**src/rtl/octal_key_capture_pkg.sv**
```systemverilog
// Shared types and helpers for the octal key capture front end.
// Latency: n/a (types and pure functions only).
// Backpressure: n/a.
package octal_key_pkg;

  localparam int NUM_KEYS = 8;

  typedef logic [NUM_KEYS-1:0] key_vec_t;

  typedef enum logic {
    IDLE = 1'b0,
    OUT  = 1'b1
  } state_t;

  // Isolate the lowest set bit (two's complement trick).
  function automatic key_vec_t pick_low(input key_vec_t v);
    key_vec_t w_neg;
    w_neg = ~v + key_vec_t'(1);
    return v & w_neg;
  endfunction

  // Isolate the highest set bit; later (higher) hits overwrite earlier ones.
  function automatic key_vec_t pick_high(input key_vec_t v);
    key_vec_t r;
    r = '0;
    for (int i = 0; i < NUM_KEYS; i++) begin
      if (v[i]) begin
        r    = '0;
        r[i] = 1'b1;
      end
    end
    return r;
  endfunction

  // True when two or more bits are set.
  function automatic logic multi_hot(input key_vec_t v);
    int cnt;
    cnt = 0;
    for (int i = 0; i < NUM_KEYS; i++) begin
      if (v[i]) cnt++;
    end
    return (cnt > 1);
  endfunction

endpackage

```
**src/rtl/octal_key_capture_if.sv**
```systemverilog
// Output handshake bundle: one-hot press code with valid/ready.
// Latency: n/a (wiring only).
// Backpressure: slave holds ready low to stall; master holds code and valid.
interface octal_key_capture_if;
  import octal_key_pkg::*;

  key_vec_t onehot_out;
  logic     valid;
  logic     ready;

  modport master (output onehot_out, output valid, input ready);
  modport slave  (input onehot_out, input valid, output ready);

endinterface

```
**src/rtl/octal_key_capture_debounce.sv**
```systemverilog
// One key line: 2-flop synchronizer followed by a saturating-free debounce counter.
// Latency: stable follows a new raw level DEBOUNCE_CYCLES+2 edges after it is first sampled.
// Backpressure: none; free-running per line.
module key_debounce #(
  parameter int DEBOUNCE_CYCLES = 4,
  parameter int CNT_W           = $clog2(DEBOUNCE_CYCLES + 1)
) (
  input  logic clk,
  input  logic rst_n,
  input  logic i_key,
  output logic o_stable
);

  logic             r_s1;
  logic             r_s2;
  logic             r_stable;
  logic [CNT_W-1:0] r_cnt;

  // Synchronize the raw line, then flip stable only after a sustained difference.
  always_ff @(posedge clk or negedge rst_n) begin
    if (!rst_n) begin
      r_s1     <= 1'b0;
      r_s2     <= 1'b0;
      r_stable <= 1'b0;
      r_cnt    <= '0;
    end else begin
      r_s1 <= i_key;
      r_s2 <= r_s1;
      if (r_s2 == r_stable) begin
        r_cnt <= '0;
      end else if (r_cnt == CNT_W'(DEBOUNCE_CYCLES - 1)) begin
        r_stable <= r_s2;
        r_cnt    <= '0;
      end else begin
        r_cnt <= r_cnt + 1'b1;
      end
    end
  end

  assign o_stable = r_stable;

endmodule

```
**src/rtl/octal_key_capture.sv**
```systemverilog
// Debounces 8 key lines, queues rising edges as pending, emits them one-hot one at a time.
// Latency: valid rises DEBOUNCE_CYCLES+4 edges after a new level is first sampled; 1 idle cycle between codes.
// Backpressure: code and valid held while ready=0; new presses accumulate in pending.
// Build option: define OCTAL_KEY_PRIO_HIGH_EN to serve the highest-index pending key first.
module octal_key_capture
  import octal_key_pkg::*;
#(
  parameter int DEBOUNCE_CYCLES = 4,
  parameter int CNT_W           = $clog2(DEBOUNCE_CYCLES + 1)
) (
  input  logic                       clk,
  input  logic                       rst_n,
  input  key_vec_t                   key_in,
  input  logic                       err_clr,
  octal_key_capture_if.master        out_if,
  output logic                       multi_err
);

  key_vec_t w_stable;
  key_vec_t w_rise;
  key_vec_t w_pick;
  key_vec_t w_clr;
  key_vec_t w_onehot_nxt;
  logic     w_valid_nxt;
  state_t   w_state_nxt;

  key_vec_t r_stable_d;
  key_vec_t r_pending;
  key_vec_t r_onehot;
  logic     r_valid;
  logic     r_multi_err;
  state_t   r_state;

  genvar g;
  generate
    for (g = 0; g < NUM_KEYS; g++) begin : g_db
      key_debounce #(
        .DEBOUNCE_CYCLES (DEBOUNCE_CYCLES),
        .CNT_W           (CNT_W)
      ) u_db (
        .clk      (clk),
        .rst_n    (rst_n),
        .i_key    (key_in[g]),
        .o_stable (w_stable[g])
      );
    end
  endgenerate

  assign w_rise = w_stable & ~r_stable_d;

`ifdef OCTAL_KEY_PRIO_HIGH_EN
  assign w_pick = pick_high(r_pending);
`else
  assign w_pick = pick_low(r_pending);
`endif

  // Next-state and next-output decode for the present/handshake FSM.
  always_comb begin
    w_state_nxt  = r_state;
    w_onehot_nxt = r_onehot;
    w_valid_nxt  = r_valid;
    w_clr        = '0;
    case (r_state)
      IDLE: begin
        if (r_pending != '0) begin
          w_onehot_nxt = w_pick;
          w_valid_nxt  = 1'b1;
          w_state_nxt  = OUT;
        end
      end
      OUT: begin
        if (out_if.ready) begin
          w_clr        = r_onehot;
          w_onehot_nxt = '0;
          w_valid_nxt  = 1'b0;
          w_state_nxt  = IDLE;
        end
      end
      default: begin
        w_onehot_nxt = '0;
        w_valid_nxt  = 1'b0;
        w_state_nxt  = IDLE;
      end
    endcase
  end

  // FSM state, output registers, pending set (a fresh rise beats a same-cycle clear).
  always_ff @(posedge clk or negedge rst_n) begin
    if (!rst_n) begin
      r_state    <= IDLE;
      r_onehot   <= '0;
      r_valid    <= 1'b0;
      r_pending  <= '0;
      r_stable_d <= '0;
    end else begin
      r_state    <= w_state_nxt;
      r_onehot   <= w_onehot_nxt;
      r_valid    <= w_valid_nxt;
      r_pending  <= (r_pending & ~w_clr) | w_rise;
      r_stable_d <= w_stable;
    end
  end

  // Sticky multi-key flag; a live multi-hot condition overrides the clear.
  always_ff @(posedge clk or negedge rst_n) begin
    if (!rst_n) begin
      r_multi_err <= 1'b0;
    end else if (multi_hot(w_stable)) begin
      r_multi_err <= 1'b1;
    end else if (err_clr) begin
      r_multi_err <= 1'b0;
    end
  end

  assign out_if.onehot_out = r_onehot;
  assign out_if.valid      = r_valid;
  assign multi_err         = r_multi_err;

endmodule

```
**src/flat_wrapper.sv**
```systemverilog
// flat-port wrapper written by rule: the top's interface ports become plain ports
module octal_key_capture_flat import octal_key_pkg::*;
#(
  parameter int DEBOUNCE_CYCLES = 4,
  parameter int CNT_W           = $clog2(DEBOUNCE_CYCLES + 1)
)
  (clk, rst_n, key_in, err_clr, multi_err, out_if_onehot_out, out_if_valid, out_if_ready);
  octal_key_capture_if out_if_i ();
  input  logic clk;
  input  logic rst_n;
  input  key_vec_t key_in;
  input  logic err_clr;
  output logic multi_err;
  output wire logic [$bits(out_if_i.onehot_out)-1:0] out_if_onehot_out;
  output wire logic [$bits(out_if_i.valid)-1:0] out_if_valid;
  input wire logic [$bits(out_if_i.ready)-1:0] out_if_ready;
  assign out_if_onehot_out = out_if_i.onehot_out;
  assign out_if_valid = out_if_i.valid;
  assign out_if_i.ready = out_if_ready;
  octal_key_capture #(.DEBOUNCE_CYCLES(DEBOUNCE_CYCLES), .CNT_W(CNT_W)) u_core (.clk(clk), .rst_n(rst_n), .key_in(key_in), .err_clr(err_clr), .out_if(out_if_i), .multi_err(multi_err));
endmodule
```
**config.mk**
```make
export PLATFORM = sky130hd
export DESIGN_NAME = octal_key_capture_flat
export DESIGN_NICKNAME = d
export VERILOG_FILES = /design/src/rtl/octal_key_capture_pkg.sv /design/src/rtl/octal_key_capture_if.sv /design/src/rtl/octal_key_capture_debounce.sv /design/src/rtl/octal_key_capture.sv /design/src/flat_wrapper.sv
export SDC_FILE = /design/constraint.sdc
export NUM_CORES = 1
export LEC_CHECK = 0
export ABC_AREA = 0
export CAP_MARGIN = 20
export CORE_ASPECT_RATIO = 1.75
export CORE_UTILIZATION = 48
export CTS_BUF_LIST = sky130_fd_sc_hd__clkbuf_8 sky130_fd_sc_hd__clkbuf_16
export CTS_CLUSTER_DIAMETER = 80
export DETAILED_ROUTE_END_ITERATION = 10
export PLACE_DENSITY = 0.78
export SYNTH_ARGS = -nofsm -noshare
export SYNTH_HDL_FRONTEND = slang
export SYNTH_SLANG_ARGS = --single-unit
```
**constraint.sdc**
```tcl
create_clock -name clk -period 4.1 [get_ports clk]
set_clock_uncertainty 0.2 [all_clocks]
set_input_delay 0.615 -clock clk [delete_from_list [all_inputs] [get_ports clk]]
set_output_delay 0.615 -clock clk [all_outputs]
set_load 0.01 [all_outputs]
```
-- After elaboration in Yosys (flattened, before gate mapping)
Index checks and enable logic that the tools add are counted.
- bits in registers: 75
- input bits: 12
- mux-type cells: 37
- reductions and logical operators: 11
- bitwise operators: 16
- add/sub/neg operators: 16
- equal/unequal tests: 18
- magnitude comparators: 1
- operators with widths (kind ; count):
    $add A32 B2 Y32 const B ; 7
    $mux W32 ; 7
    $mux W3 ; 16
    $gt A32 B2 Y1 const B ; 1
    $mux W8 ; 4
    $add A3 B1 Y3 const B ; 8
    $and A8 B8 Y8 ; 3
    $eq A3 B2 Y1 const B ; 8
    $not A8 Y8 ; 3
    $reduce_and A2 Y1 ; 9
    $pmux W8 S2 ; 1
    $not A1 Y1 ; 9
    $add A8 B1 Y8 const B ; 1
    $eq A1 B1 Y1 ; 8
    $or A8 B8 Y8 ; 1
    $reduce_bool A8 Y1 ; 1
    $mux W1 ; 7
    $pmux W1 S2 ; 2
    $ne A2 B1 Y1 const B ; 1
    $ne A2 B2 Y1 const B ; 1
    $reduce_bool A2 Y1 ; 1

-- Logic depth before layout (Yosys ltp)
- depth in word-level cells: 17
- gate-level depth with buffers: 19
- depth with buffers taken out: 19

-- Cells and area by module
A second synthesis with hierarchy kept.
- cells, all modules: 278
- area, all modules: 3417.0 µm²
- modules (own cells, without submodules) (module ; cells an instance ; instances ; area an instance (µm²) ; sequential area each (µm²)):
    key_debounce ; 13 ; 8 ; 216.5 ; 150.1
    octal_key_capture ; 174 ; 1 ; 1685.4 ; 675.6

-- Worst setup path before layout
Ideal clock, no wire load.
- kind: register to register
- start point: reg u_core.g_db[1].u_db.r_stable
- end point: reg u_core.r_multi_err (netlist: u_core.multi_err)
- setup slack: 0.197 ns
- cell stages (with the launch flop): 20
- arrival time: 3.570 ns
- path through: dfrtp_1 inv_1 ha_1 buf_6 xor2_1 mux2i_1 ha_1 nand2_1 o311ai_4 ha_1 nor2_1 nor2_1 ha_1 nand2_1 nand2_1 ha_1 xor2_1 or3_1 a21oi_1 nand4_1
- word-level cells in the longest chain between the ends: 15
- RTL lines (what ; line ; text):
    start: declaration ; octal_key_capture_debounce.sv:16 ; logic r_stable;
    start signal: assignment ; octal_key_capture_debounce.sv:32 ; r_stable <= r_s2;
    $mux W32 (*) ; octal_key_capture_pkg.sv:40 ; if (v[i]) cnt++;
    $add A32 B2 Y32 ; octal_key_capture_pkg.sv:40 ;
    $mux W32 (*) ; octal_key_capture_pkg.sv:40 ;
    $add A32 B2 Y32 ; octal_key_capture_pkg.sv:40 ;
    $mux W32 (*) ; octal_key_capture_pkg.sv:40 ;
    $add A32 B2 Y32 ; octal_key_capture_pkg.sv:40 ;
    $mux W32 (*) ; octal_key_capture_pkg.sv:40 ;
    $add A32 B2 Y32 ; octal_key_capture_pkg.sv:40 ;
    $mux W32 (*) ; octal_key_capture_pkg.sv:40 ;
    $add A32 B2 Y32 ; octal_key_capture_pkg.sv:40 ;
    $mux W32 (*) ; octal_key_capture_pkg.sv:40 ;
    $add A32 B2 Y32 ; octal_key_capture_pkg.sv:40 ;
    $mux W32 (*) ; octal_key_capture_pkg.sv:40 ;
    $gt A32 B2 Y1 (*) ; octal_key_capture_pkg.sv:42 ; return (cnt > 1);
    $mux W1 or $reduce_bool A2 Y1 (tied branches) ; - ;
    end signal: assignment ; octal_key_capture.sv:107 ; r_multi_err <= 1'b0;
    end signal: assignment ; octal_key_capture.sv:109 ; r_multi_err <= 1'b1;
    end signal: assignment ; octal_key_capture.sv:111 ; r_multi_err <= 1'b0;
    end: declaration ; octal_key_capture.sv:31 ; logic r_multi_err;
Every way passes the cells marked *; elsewhere a longest branch is shown, timed or not.
A chain may end at the register's enable or synchronous reset.

-- Final worst setup path
- start point: reg u_core.g_db[0].u_db.r_stable
- end point: reg u_core.r_multi_err (netlist: u_core.multi_err)
- word-level cells in the longest chain between the ends: 17
- RTL lines (what ; line):
    start: declaration ; octal_key_capture_debounce.sv:16
    start signal: assignment ; octal_key_capture_debounce.sv:32
    $mux W1 (*) ; octal_key_capture_pkg.sv:40
    $add A32 B2 Y32 ; octal_key_capture_pkg.sv:40
    $mux W32 (*) ; octal_key_capture_pkg.sv:40
    $add A32 B2 Y32 ; octal_key_capture_pkg.sv:40
    $mux W32 (*) ; octal_key_capture_pkg.sv:40
    $add A32 B2 Y32 ; octal_key_capture_pkg.sv:40
    $mux W32 (*) ; octal_key_capture_pkg.sv:40
    $add A32 B2 Y32 ; octal_key_capture_pkg.sv:40
    $mux W32 (*) ; octal_key_capture_pkg.sv:40
    $add A32 B2 Y32 ; octal_key_capture_pkg.sv:40
    $mux W32 (*) ; octal_key_capture_pkg.sv:40
    $add A32 B2 Y32 ; octal_key_capture_pkg.sv:40
    $mux W32 (*) ; octal_key_capture_pkg.sv:40
    $add A32 B2 Y32 ; octal_key_capture_pkg.sv:40
    $mux W32 (*) ; octal_key_capture_pkg.sv:40
    $gt A32 B2 Y1 (*) ; octal_key_capture_pkg.sv:42
    $mux W1 or $reduce_bool A2 Y1 (tied branches) ; -
Marks and branches as above.

==> results.toml <==
[logic_synthesis]
synth_top_area_cell = "dfrtp_1"
yosysWarnings = 0
synth_fp_nets = 310
synth.top_cell.area_share_pct = 57.3
ys_seq_elements = 75
ys_async_sr_fraction_pct = 100
synth_area_leaders = "dfrtp_1, ha_1, nand2_1"
synth_area_sq_mm = 0.00327
synthCells = 282
synthFlopType = "dfrtp_1"
synth_cell_types = 41
avgSynthCellArea_sq_um = 11.6
synth_edf_count = 0
yosysSeqAreaShare_pct = 57.3

[routing]
dr.pass1.iters = 4
routed_wl_microns = 5190
drc = 0
via_count = 2083
vias_per_cell = 5.22
wl_per_cell_microns = 13.0
postRouteAntennaNets = 0
first_iter_violations = 121

[clock_tree]
insertion_delay_ps = 320
hold_buffers = 0
cts.sink_count = 75
htree_levels = 3
numCtsBuffers = 9
clk_pin_slew_ps = 50
clock_tree.root_cell = "clkbuf_16"
clock_path_buffers = 2
cts_tree = "yes"

[sta]
final.min_clock_period_ps = 3800
slew_viol_final = 0
max_freq_mhz = 263
tightest_slew_ps = 907
timing_hold_violations_final = 0
relSlewSlack_pct = 39.5
rsz0062_at_grt = "false"
post-route-period-util_pct = 92.6
tns_ps = 0
setup_viol = 0

[critical_path]
end_kind = "flop"
max_stage_delay_ps = 400
crit_buf_inv = 1
start_kind = "flop"
cp-startpoint = "u_core.g_db[0].u_db.o_stable"
r2r_start = "u_core.g_db[0].u_db.o_stable"
critPathKind = "flop to flop"
required_ps = 4090
cp.arrival_ps = 3790
crit_top_cell = "ha_1"
critical-path-slowest-cell = "dfrtp_1"
cp_max_fo = 5
crit_path_cell_trace = "inv_1 -> ha_1 -> mux2i_1 -> xor2_1 -> mux2i_1 -> ha_1 -> nand2_1 -> o311ai_4 -> ha_4 -> nor2_1 -> nor2_1 -> ha_1 -> nand2_1 -> nand2_1 -> ha_1 -> xor2_1 -> or3_1 -> a21oi_1 -> nand4_1"
critical-path-top-delay-family = "adder cells"

[layout]
fin_util_pct = 58.8
syn_to_final_growth_pct = 17.5
nets = 344
final_layout_size_suffix_gt1_share_pct = 10.1
n_fill_cell = 546
diodes = 0

[job]
drv_cap = 0

[pwr]
powerDensity_mw_per_mm2 = 822
peakVddDrop_mv = 0.434
leakagePower_uw = 0.00178

[die]
fp.dieH_microns = 111
die_x_microns = 64.4
start_util_pct = 50.1
core_sq_mm = 0.00654
row_count = 39
io_pins = 22
dieArea_sq_mm = 0.00717

[placement]
io_buffers = 21
dp_hpwl_microns = 3730
place_congestion = 0.793

[global_routing]
grt_pass1_wl_microns = 9230
grt_pass1_vias = 2128
grt_max_degree = 76
antenna_found_initial = 0
gr-total-overflow = 0
gr-usage-all-layers_pct = 17.2

[min_path]
hp-start = "u_core.g_db[1].u_db.r_s1"
hold_class = "flop to flop"

[run_status]
status = "completed"
final cells by class:
class	instances	area [sq um]	share of cell area, %
clock buffers	9	225	5.86
clock inverters	3	12.5	0.325
inverters	14	52.6	1.37
multi-input cells	188	1320	34.2
flip-flops and latches	75	1880	48.8
well taps	82	103	2.67
repair buffers	28	260	6.77
logic make-up after synthesis:
group           share of synthesized area, %
mux                                    0.917
simple gates                            18.3
flops                                   57.3
xor+xnor                                6.53
buf+inv                                 2.90
compound gates                          7.87
fa+ha+maj                               6.11
cells in the mapped netlist, types with 2 or more instances:
cell type and n:
nor3b_1 15, nor2b_1 9, o2111ai_1 2, and3_1 2, xor2_1 4, dfrtp_1 75, o21ai_1 3, nand3_2 2
o21ai_0 19, xnor3_2 2, mux2i_1 3, nor2_1 15, inv_1 12, nand4_1 4, a21oi_1 6, a31oi_1 2
nand3_1 7, nor3_1 10, inv_2 2, a32o_1 3, buf_6 3, xnor2_1 10, nand2_1 39, ha_1 16
stage by stage:
stage	setup slack (ps)	total power [uW]	area (sq um)	hold WS, ps	std cells
floorplan	197	2150	3270	119	282
global placement	208	2400	3570	131	384
detailed placement	88.6	2460	3570	136	384
CTS	72.1	3110	3810	147	396
global route	34.7	3440	3850	149	399
finish	303	3160	3850	145	399
report_power, final:
part / total (uW) / internal, uW / switching, uW
clock network: 642 / 389 / 253
logic: 1460 / 729 / 727
registers: 1060 / 914 / 149
cell usage in the layout, fill, tap and decap left out, types with 2 or more instances in the layout:
| cell | count |
|---|---|
| nand4_1 | 4 |
| inv_1 | 14 |
| nor3b_1 | 15 |
| nand2_1 | 39 |
| xnor3_2 | 2 |
| clkbuf_16 | 9 |
| clkdlybuf4s50_1 | 20 |
| a31oi_1 | 2 |
| nor2_1 | 15 |
| nand3_2 | 2 |
| xnor2_1 | 10 |
| a32o_1 | 3 |
| o21ai_0 | 19 |
| a21oi_1 | 6 |
| nand3_1 | 7 |
| dfrtp_1 | 74 |
| o21ai_1 | 3 |
| nor3_1 | 10 |
| nor2b_1 | 9 |
| ha_1 | 15 |
| and3_1 | 2 |
| xor2_1 | 4 |
| inv_2 | 2 |
| mux2i_1 | 3 |
| o2111ai_1 | 2 |
| buf_4 | 8 |
state kept, by name, summed over array words and instances (netlist names):
name / flops
u_core.g_db.u_db.r_s2: 8
u_core.out_if.valid: 1
u_core.multi_err: 1
u_core.g_db.u_db.r_cnt: 24
u_core.r_stable_d: 8
u_core.out_if.onehot_out: 8
u_core.r_pending: 8
u_core.g_db.u_db.o_stable: 8
u_core.r_state: 1
u_core.g_db.u_db.r_s1: 8
worst register-to-register path, cell delays in order (launching register included):
cell	delay, ps
dfrtp_1	400
inv_1	100
ha_1	210
mux2i_1	160
xor2_1	210
mux2i_1	100
ha_1	300
nand2_1	110
o311ai_4	120
ha_4	250
nor2_1	130
nor2_1	60
ha_1	280
nand2_1	90
nand2_1	60
ha_1	200
xor2_1	150
or3_1	310
a21oi_1	130
nand4_1	100
final timing paths:
check                                               endpoint  slack (ps)  depth (start not counted)
worst max-delay path                        u_core.multi_err         300                         19
worst min-delay path                u_core.g_db[1].u_db.r_s2         140                          0
worst max register to register              u_core.multi_err         300                         19
worst min register to register      u_core.g_db[1].u_db.r_s2         140                          0
max in group asynchronous       u_core.g_db[1].u_db.o_stable        2860                          1
min in group asynchronous       u_core.g_db[1].u_db.r_cnt[2]         220                          1
per-layer routing:
| layer | GRT usage (%) | part of all wire [%] | up-vias |
|---|---|---|---|
| li1 | - | - | 1036 |
| met1 | 18.4 | 41 | 993 |
| met2 | 28.6 | 53 | 42 |
| met3 | 5.86 | 3.2 | 12 |
| met4 | 10.1 | 2.7 | 0 |
| met5 | 0 | 0 | - |
repair_timing:
action,in CTS,in global routing
gates resized for setup,0,2
setup buffers,0,3
setup endpoints to repair,0,1
Power figures use the tool's default switching activity.
